`src/rtl/thread_scheduler_if.sv`:
```
// Fetch-scheduler bus: thread status/requests from the pipeline, grant and
// exception-entry pulses back to stage_if.
interface thread_scheduler_if #(
  parameter int unsigned N_THREADS = 8,
  parameter int unsigned TID_W     = $clog2(N_THREADS)
);
  logic [N_THREADS-1:0] stalled;
  logic                 hold;
  logic                 imiss_en;
  logic [TID_W-1:0]     imiss_thread;
  logic                 ifill_en;
  logic                 retire_en;
  logic [TID_W-1:0]     retire_thread;
  logic                 exc_req_en;
  logic [TID_W-1:0]     exc_req_thread;
  logic                 sched_en;
  logic [TID_W-1:0]     sched_thread;
  logic                 exc_en;
  logic [TID_W-1:0]     exc_thread;
  logic [N_THREADS-1:0] busy;

  modport master (
    output stalled, hold, imiss_en, imiss_thread, ifill_en,
           retire_en, retire_thread, exc_req_en, exc_req_thread,
    input  sched_en, sched_thread, exc_en, exc_thread, busy
  );

  modport slave (
    input  stalled, hold, imiss_en, imiss_thread, ifill_en,
           retire_en, retire_thread, exc_req_en, exc_req_thread,
    output sched_en, sched_thread, exc_en, exc_thread, busy
  );
endinterface

```
`src/rtl/thread_scheduler.sv`:
```
// Per-cycle round-robin fetch-thread selector with per-thread in-flight caps,
// i-miss parking and exception drain/entry sequencing.
module thread_scheduler #(
  parameter int unsigned N_THREADS    = 8,
  parameter int unsigned MAX_INFLIGHT = 6,
  parameter int unsigned TID_W        = $clog2(N_THREADS)
) (
  input logic               clk,
  input logic               rst,
  thread_scheduler_if.slave bus
);
  typedef enum logic [1:0] {ST_RUN, ST_IMISS, ST_EXC} state_e;

  state_e               r_state        [N_THREADS];
  state_e               w_state_nxt    [N_THREADS];
  logic [3:0]           r_inflight     [N_THREADS];
  logic [3:0]           w_inflight_nxt [N_THREADS];
  logic [TID_W-1:0]     r_rr, w_rr_nxt;
  logic                 r_sched_en, w_sched_en_nxt;
  logic [TID_W-1:0]     r_sched_thread, w_sched_thread_nxt;
  logic                 r_exc_en, w_exc_en_nxt;
  logic [TID_W-1:0]     r_exc_thread, w_exc_thread_nxt;
  logic [N_THREADS-1:0] w_imiss_hit, w_exc_hit, w_ret_hit, w_elig;
  logic [N_THREADS-1:0] w_grant_hit, w_exc_sel, w_busy;
  logic [TID_W-1:0]     w_idx;

  always_comb begin
    w_imiss_hit        = '0;
    w_exc_hit          = '0;
    w_ret_hit          = '0;
    w_elig             = '0;
    w_grant_hit        = '0;
    w_exc_sel          = '0;
    w_idx              = '0;
    w_rr_nxt           = r_rr;
    w_sched_en_nxt     = 1'b0;
    w_sched_thread_nxt = r_sched_thread;
    w_exc_en_nxt       = 1'b0;
    w_exc_thread_nxt   = r_exc_thread;

    for (int unsigned i = 0; i < N_THREADS; i++) begin
      w_imiss_hit[i] = bus.imiss_en && (bus.imiss_thread == TID_W'(i));
      w_exc_hit[i]   = bus.exc_req_en && (bus.exc_req_thread == TID_W'(i));
      // A retire against an empty counter is dropped rather than wrapping.
      w_ret_hit[i]   = bus.retire_en && (bus.retire_thread == TID_W'(i)) &&
                       (r_inflight[i] != 4'd0);
      w_elig[i]      = (r_state[i] == ST_RUN) && !bus.stalled[i] &&
                       (r_inflight[i] < 4'(MAX_INFLIGHT)) &&
                       !w_imiss_hit[i] && !w_exc_hit[i] && !bus.hold;
    end

    // Scan starts one past the pointer; k == N_THREADS wraps back onto it.
    for (int unsigned k = 1; k <= N_THREADS; k++) begin
      w_idx = r_rr + TID_W'(k);
      if (!w_sched_en_nxt && w_elig[w_idx]) begin
        w_sched_en_nxt     = 1'b1;
        w_sched_thread_nxt = w_idx;
        w_rr_nxt           = w_idx;
      end
    end
    if (w_sched_en_nxt)
      w_grant_hit[w_sched_thread_nxt] = 1'b1;

    for (int unsigned i = 0; i < N_THREADS; i++) begin
      if (!w_exc_en_nxt && (r_state[i] == ST_EXC) &&
          ((r_inflight[i] - {3'b000, w_ret_hit[i]}) == 4'd0)) begin
        w_exc_en_nxt     = 1'b1;
        w_exc_thread_nxt = TID_W'(i);
        w_exc_sel[i]     = 1'b1;
      end
    end

    for (int unsigned i = 0; i < N_THREADS; i++) begin
      w_busy[i]         = (r_state[i] != ST_RUN);
      w_inflight_nxt[i] = r_inflight[i];
      if (w_grant_hit[i] && !w_ret_hit[i])
        w_inflight_nxt[i] = r_inflight[i] + 4'd1;
      else if (!w_grant_hit[i] && w_ret_hit[i])
        w_inflight_nxt[i] = r_inflight[i] - 4'd1;

      w_state_nxt[i] = r_state[i];
      if (w_exc_hit[i] && (r_state[i] != ST_EXC)) begin
        w_state_nxt[i] = ST_EXC;
      end else begin
        case (r_state[i])
          ST_RUN:   if (w_imiss_hit[i]) w_state_nxt[i] = ST_IMISS;
          ST_IMISS: if (bus.ifill_en)   w_state_nxt[i] = ST_RUN;
          ST_EXC:   if (w_exc_sel[i])   w_state_nxt[i] = ST_RUN;
          default:                      w_state_nxt[i] = ST_RUN;
        endcase
      end
    end
  end

  always_ff @(posedge clk) begin
    if (rst) begin
      for (int unsigned i = 0; i < N_THREADS; i++) begin
        r_state[i]    <= ST_RUN;
        r_inflight[i] <= '0;
      end
      r_rr           <= TID_W'(N_THREADS - 1);
      r_sched_en     <= 1'b0;
      r_sched_thread <= '0;
      r_exc_en       <= 1'b0;
      r_exc_thread   <= '0;
    end else begin
      for (int unsigned i = 0; i < N_THREADS; i++) begin
        r_state[i]    <= w_state_nxt[i];
        r_inflight[i] <= w_inflight_nxt[i];
      end
      r_rr           <= w_rr_nxt;
      r_sched_en     <= w_sched_en_nxt;
      r_sched_thread <= w_sched_thread_nxt;
      r_exc_en       <= w_exc_en_nxt;
      r_exc_thread   <= w_exc_thread_nxt;
    end
  end

  assign bus.sched_en     = r_sched_en;
  assign bus.sched_thread = r_sched_thread;
  assign bus.exc_en       = r_exc_en;
  assign bus.exc_thread   = r_exc_thread;
  assign bus.busy         = w_busy;
endmodule
```
`src/flat_wrapper.sv`:
```
// flat-port wrapper written by rule: the top's interface ports become plain ports
module thread_scheduler_flat 
#(
  parameter int unsigned N_THREADS    = 8,
  parameter int unsigned MAX_INFLIGHT = 6,
  parameter int unsigned TID_W        = $clog2(N_THREADS)
)
  (clk, rst, bus_stalled, bus_hold, bus_imiss_en, bus_imiss_thread, bus_ifill_en, bus_retire_en, bus_retire_thread, bus_exc_req_en, bus_exc_req_thread, bus_sched_en, bus_sched_thread, bus_exc_en, bus_exc_thread, bus_busy);
  thread_scheduler_if #(.N_THREADS(N_THREADS), .TID_W(TID_W)) bus_i ();
  input logic clk;
  input logic rst;
  input wire logic [$bits(bus_i.stalled)-1:0] bus_stalled;
  input wire logic [$bits(bus_i.hold)-1:0] bus_hold;
  input wire logic [$bits(bus_i.imiss_en)-1:0] bus_imiss_en;
  input wire logic [$bits(bus_i.imiss_thread)-1:0] bus_imiss_thread;
  input wire logic [$bits(bus_i.ifill_en)-1:0] bus_ifill_en;
  input wire logic [$bits(bus_i.retire_en)-1:0] bus_retire_en;
  input wire logic [$bits(bus_i.retire_thread)-1:0] bus_retire_thread;
  input wire logic [$bits(bus_i.exc_req_en)-1:0] bus_exc_req_en;
  input wire logic [$bits(bus_i.exc_req_thread)-1:0] bus_exc_req_thread;
  output wire logic [$bits(bus_i.sched_en)-1:0] bus_sched_en;
  output wire logic [$bits(bus_i.sched_thread)-1:0] bus_sched_thread;
  output wire logic [$bits(bus_i.exc_en)-1:0] bus_exc_en;
  output wire logic [$bits(bus_i.exc_thread)-1:0] bus_exc_thread;
  output wire logic [$bits(bus_i.busy)-1:0] bus_busy;
  assign bus_i.stalled = bus_stalled;
  assign bus_i.hold = bus_hold;
  assign bus_i.imiss_en = bus_imiss_en;
  assign bus_i.imiss_thread = bus_imiss_thread;
  assign bus_i.ifill_en = bus_ifill_en;
  assign bus_i.retire_en = bus_retire_en;
  assign bus_i.retire_thread = bus_retire_thread;
  assign bus_i.exc_req_en = bus_exc_req_en;
  assign bus_i.exc_req_thread = bus_exc_req_thread;
  assign bus_sched_en = bus_i.sched_en;
  assign bus_sched_thread = bus_i.sched_thread;
  assign bus_exc_en = bus_i.exc_en;
  assign bus_exc_thread = bus_i.exc_thread;
  assign bus_busy = bus_i.busy;
  thread_scheduler #(.N_THREADS(N_THREADS), .MAX_INFLIGHT(MAX_INFLIGHT), .TID_W(TID_W)) u_core (.clk(clk), .rst(rst), .bus(bus_i));
endmodule
```
`config.mk`:
```
export PLATFORM = sky130hd
export DESIGN_NAME = thread_scheduler_flat
export DESIGN_NICKNAME = d
export VERILOG_FILES = /design/src/rtl/thread_scheduler_if.sv /design/src/rtl/thread_scheduler.sv /design/src/flat_wrapper.sv
export SDC_FILE = /design/constraint.sdc
export NUM_CORES = 1
export LEC_CHECK = 0
export CAP_MARGIN = 15
export CORE_MARGIN = 4
export CORE_UTILIZATION = 59
export CTS_CLUSTER_DIAMETER = 80
export DETAILED_ROUTE_END_ITERATION = 16
export HOLD_SLACK_MARGIN = 0.03
export PLACE_DENSITY = 0.81
export SLEW_MARGIN = 20
export SYNTH_ARGS = -nofsm -noshare
export SYNTH_HDL_FRONTEND = slang
export SYNTH_SLANG_ARGS = --single-unit
```
`constraint.sdc`:
```
create_clock -name clk -period 7.4 [get_ports clk]
set_input_delay 1.48 -clock clk [delete_from_list [all_inputs] [get_ports clk]]
set_output_delay 1.48 -clock clk [all_outputs]
set_load 0.02 [all_outputs]
```
# After elaboration in Yosys (flattened, before gate mapping)
# Memories as Yosys holds them, arrays and structs flattened.
# Index checks and enable logic that the tools add are counted.
word_totals:
  memories: 2
  regBits: 11
  output_inout_bits: 16
  elab_cells: 470
  ramBits: 48
  inputBits: 24
classes:
  n_reduce_logical: 212
  n_eq_ne: 45
  n_addsub: 31
  bitwise: 17
  order_cmp: 18
  n_mux: 140
memory_table:
  columns: ["name", "depth", "width", "rd", "rd_clocked_by_memory_dff", "wr", "line", "source"]
  rows:
  - ["u_core.r_inflight", 8, 4, 8, 0, 8, "thread_scheduler.sv:16", "logic [3:0] r_inflight [N_THREADS];"]
  - ["u_core.r_state", 8, 2, 8, 0, 8, "thread_scheduler.sv:14", "state_e r_state [N_THREADS];"]
op_table:
  columns: ["op", "count"]
  rows:
  - ["logical AND 1 bit", 119]
  - ["2-to-1 mux 4 bit", 24]
  - ["2-to-1 mux 2 bit", 40]
  - ["2-to-1 mux 3 bit", 23]
  - ["zero test 1 bit", 55]
  - ["one-hot mux 2 bit (3 select lines)", 8]
  - ["equality test 3 bit (second input constant)", 12]
  - ["< comparator 3 x 4 -> 1 bit (second input constant)", 9]
  - ["2-to-1 mux 1 bit", 35]
  - ["adder 4 x 1 -> 4 bit (second input constant)", 8]
  - ["zero test 4 bit", 8]
  - ["< comparator 4 x 3 -> 1 bit (second input constant)", 8]
  - ["nonzero test 4 bit", 8]
  - ["subtractor 4 x 1 -> 4 bit", 8]
  - ["subtractor 4 x 1 -> 4 bit (second input constant)", 8]
  - ["binary-select mux 1 bit (select 3 bit)", 8]
  - ["equality test 3 x 2 -> 1 bit (second input constant)", 6]
  - ["equality test 2 x 1 -> 1 bit (second input constant)", 8]
  - ["equality test 2 bit (second input constant)", 8]
  - ["zero test 2 bit", 8]
  - ["inequality test 2 bit (second input constant)", 8]
  - ["bitwise OR 1 bit", 16]
  - ["nonzero test 2 bit", 8]
  - ["adder 3 bit (second input constant)", 4]
  - ["other kinds (11)", 16]

# Depth between registers and ports, before layout
depth:
  depth_word: 40
  mapped_depth: 21

# Worst setup path before layout
# OpenSTA, ideal clock, no wires.
synth_path:
  path_type: "input to register"
  start: "input port bus_hold"
  end: "memory u_core.r_inflight[0][3]"
  setup_ns: 0.070
  stages: 19
  path_slack_ns: 2.128
  arrival_ns: 5.201
  cell_sequence: "buf_2 or4_1 nand4bb_4 or3_1 a31o_1 and2_1 buf_2 nand3_1 a2bb2oi_1 a2bb2oi_2 and3b_1 ha_1 inv_1 ha_1 a21o_1 a21oi_1 xnor2_1 or3_1 a21oi_1"
synth_lines:
  columns: ["item", "line", "source"]
  rows:
  - ["from (decl)", "flat_wrapper.sv:13", "input wire logic [$bits(bus_i.hold)-1:0] bus_hold;"]
  - ["to (decl)", "thread_scheduler.sv:16", null]

==> results.py <==
metrics = {
    "sta": {
        "worstMarginPinSlew_ns": 0.779,
        "max_slew_margin_pct": 47.5,
        "min_period_over_period_pct": 85.2,
        "final.min_clock_period_ns": 6.30,
        "setup_viol": 0,
        "skew_ns": 0.0127,
        "rsz0062_at_grt": "no",
        "final_hold_viol_count": 0,
        "slew_viol_final": 0,
        "tns_ns": 0,
        "timing.fmax_mhz": 159,
    },
    "final_layout": {
        "drive_gt1_share_pct": 9.54,
        "syn_to_final_growth_pct": 13.9,
        "final_nets": 690,
        "antenna_cells": 0,
        "fillCellCount": 637,
    },
    "setup_path": {
        "cp-start-kind": "flip-flop",
        "cp_max_fo": 16,
        "crit_required_ns": 7.67,
        "crit_path_end_kind": "flip-flop",
        "crit_type": "flip-flop to flip-flop",
        "arrival_ns": 6.57,
    },
    "detailed_routing": {
        "wl_um": 13700,
        "vias": 4713,
        "dr.pass1.iters": 5,
        "viasPerCell": 6.45,
        "drc": 0,
        "drtAntennaViolNets": 0,
        "drt_iter0_markers": 337,
        "wl_per_cell_um": 18.7,
    },
    "global_route": {
        "grt_pass1_vias": 4510,
        "grt_start_max_net_pins": 60,
        "grt_usage_pct": 28.4,
        "grt_overflow": 0,
        "grt_pass1_wl_um": 22500,
        "antenna_found_initial": 0,
    },
    "synth": {
        "ys.flop_type": "dfxtp_1",
        "yosys.area_share.simple_pct": 27.5,
        "synthAdderAreaFrac_pct": 12.0,
        "synth_top_cells_by_count": "dfxtp_1, nor2_1, a21oi_1",
        "synthXorXnorAreaFrac_pct": 6.45,
        "netlist_instances": 585,
        "avgSynthCellArea_um2": 8.35,
        "syn_area_mm2": 0.00489,
        "muxShareOfSynthArea_pct": 5.33,
        "synth_nets": 651,
        "ys_warn_count": 0,
        "synth_largest_area_cell": "dfxtp_1",
        "synth-compound-area-share_pct": 20.6,
        "synth.most_common_cell": "dfxtp_1",
        "synth_top_cell_area_share_pct": 24.2,
        "ys_ff_latch": 59,
        "yosysSeqAreaShare_pct": 24.2,
        "synth_top_family_by_area": "simple AND/OR/NAND/NOR gates",
        "synthDistinctLibCells": 82,
        "synth_area_leaders": "dfxtp_1, ha_1, a21oi_1, xnor2_1, nor2_1",
        "synth-edff-count": 0,
        "ys_async_sr_fraction_pct": 0,
    },
    "clocking": {
        "cts_resized": 0,
        "clock_latency_ns": 0.36,
        "cts_root_buffer": "clkbuf_8",
        "clock_sinks": 59,
        "postCtsSetupBuffers": 0,
        "clkSlewWorstSetupHoldPaths_ns": 0.07,
        "numCtsBuffers": 9,
        "clk_path_buf_depth": 2,
        "cts_tree": "yes",
        "postCtsHoldBufs": 0,
        "h-tree-depth": 3,
    },
    "flow_run": {
        "cap_violations": 0,
    },
    "floorplanning": {
        "initial_core_util_pct": 61.9,
        "core_area_mm2": 0.00789,
        "top_level_ports": 40,
        "row_count": 32,
        "die-height_um": 99,
        "die_w_um": 99,
        "die-area_mm2": 0.00980,
    },
    "placed_design": {
        "dp_hpwl_um": 10300,
        "gp_congestion": 0.934,
        "numPortBuffers": 39,
    },
    "min_path": {
        "hold_class": "flip-flop to flip-flop",
    },
    "outcome": {
        "run_status": "completed",
    },
}
==> state kept, by name, summed over array words and instances (netlist names) <==
| register | flops |
|---|---|
| u_core.bus.exc_en | 1 |
| u_core.bus.exc_thread | 3 |
| u_core.bus.sched_en | 1 |
| u_core.bus.sched_thread | 3 |
| u_core.r_inflight | 32 |
| u_core.r_rr | 3 |
| u_core.r_state | 16 |
==> logic make-up after synthesis <==
| kind of cell | count (synthesis) |
|---|---|
| xor gates and xnor gates | 36 |
| muxes | 24 |
| and+or+nand+nor | 228 |
| AOI/OAI and AO/OA | 145 |
| DFF | 59 |
| buffers and inverters | 51 |
| adders and majority gates | 42 |
==> placed cells by master (no fill, tap or decap), types with 5 or more instances in the layout <==
cell type,instances
dfxtp_1,59
nor2_1,58
a21oi_1,47
clkdlybuf4s50_1,38
inv_1,34
ha_1,34
xnor2_1,25
o21ai_0,23
nand2_1,22
nor4_1,19
nor3_1,18
nand2b_1,17
mux2i_1,17
or3_1,16
nand3_1,13
or2_2,12
nand4_1,11
xor2_1,11
a21o_1,11
clkbuf_8,10
and3_1,8
fa_1,8
a211oi_1,7
nand4b_1,6
a31oi_1,6
mux2_2,6
nand4bb_1,5
==> metal layers <==
| layer | GRT usage [%] | vias up | part of all wire [%] |
|---|---|---|---|
| met2 | 44.7 | 217 | 45 |
| met5 | 0 | - | 0 |
| met1 | 38.7 | 2192 | 44 |
| met4 | 10.8 | 0 | 3.2 |
| li1 | - | 2264 | - |
| met3 | 5.17 | 40 | 7.4 |
==> worst max-delay path, stage by stage, from the launching register on <==
cell and delay [ns]:
dfxtp_1 0.72, clkinv_1 0.50, ha_1 0.72, clkinv_1 0.42
or4_1 0.66, a31o_1 0.29, nand4_2 0.17, nor4_4 0.05
buf_4 0.19, nor2b_4 0.15, o41ai_4 0.61, and3b_1 0.25
ha_1 0.18, inv_1 0.09, ha_1 0.29, a21o_1 0.17
a21oi_1 0.16, xnor2_1 0.09, or3_1 0.31, a21oi_1 0.17
==> final cells by class <==
cell class / instances / area [µm²] / share of cell area (%)
clock buffers: 10 / 138 / 2.47
clock inverters: 6 / 65.1 / 1.17
inverters: 38 / 143 / 2.56
multi-input cells: 475 / 3510 / 63.0
flip-flops and latches: 59 / 1180 / 21.2
well taps: 102 / 128 / 2.29
repair buffers: 41 / 403 / 7.24
==> path summary, 6_finish.rpt <==
check | startpoint | to | slack, ns | cells after the start
setup / recovery | u_core.r_rr[0] | u_core.r_inflight[0][3] | 1.10 | 19
hold / removal | u_core.r_state[0][3] | u_core.r_state[0][2] | 0.50 | 1
setup reg to reg | u_core.r_rr[0] | u_core.r_inflight[0][3] | 1.10 | 19
hold reg to reg | u_core.r_state[0][3] | u_core.r_state[0][2] | 0.50 | 1
==> metrics by stage <==
step	std cells	setup WS, ns	hold WS, ns	util, %	area, µm²
6_report	731	1.10	0.504	70.5	5560
5_1_grt	731	0.708	0.542	70.5	5560
4_1_cts	731	1.22	0.508	70.5	5560
3_5_place_dp	715	0.878	0.499	67.9	5360
3_3_place_gp	715	1.00	0.481	67.9	5360
2_1_floorplan	585	2.13	0.449	-	4890
Power is left out: the tool's default activity adds up to more than one toggle a clock period on the data nets, which glitch-free logic cannot reach.
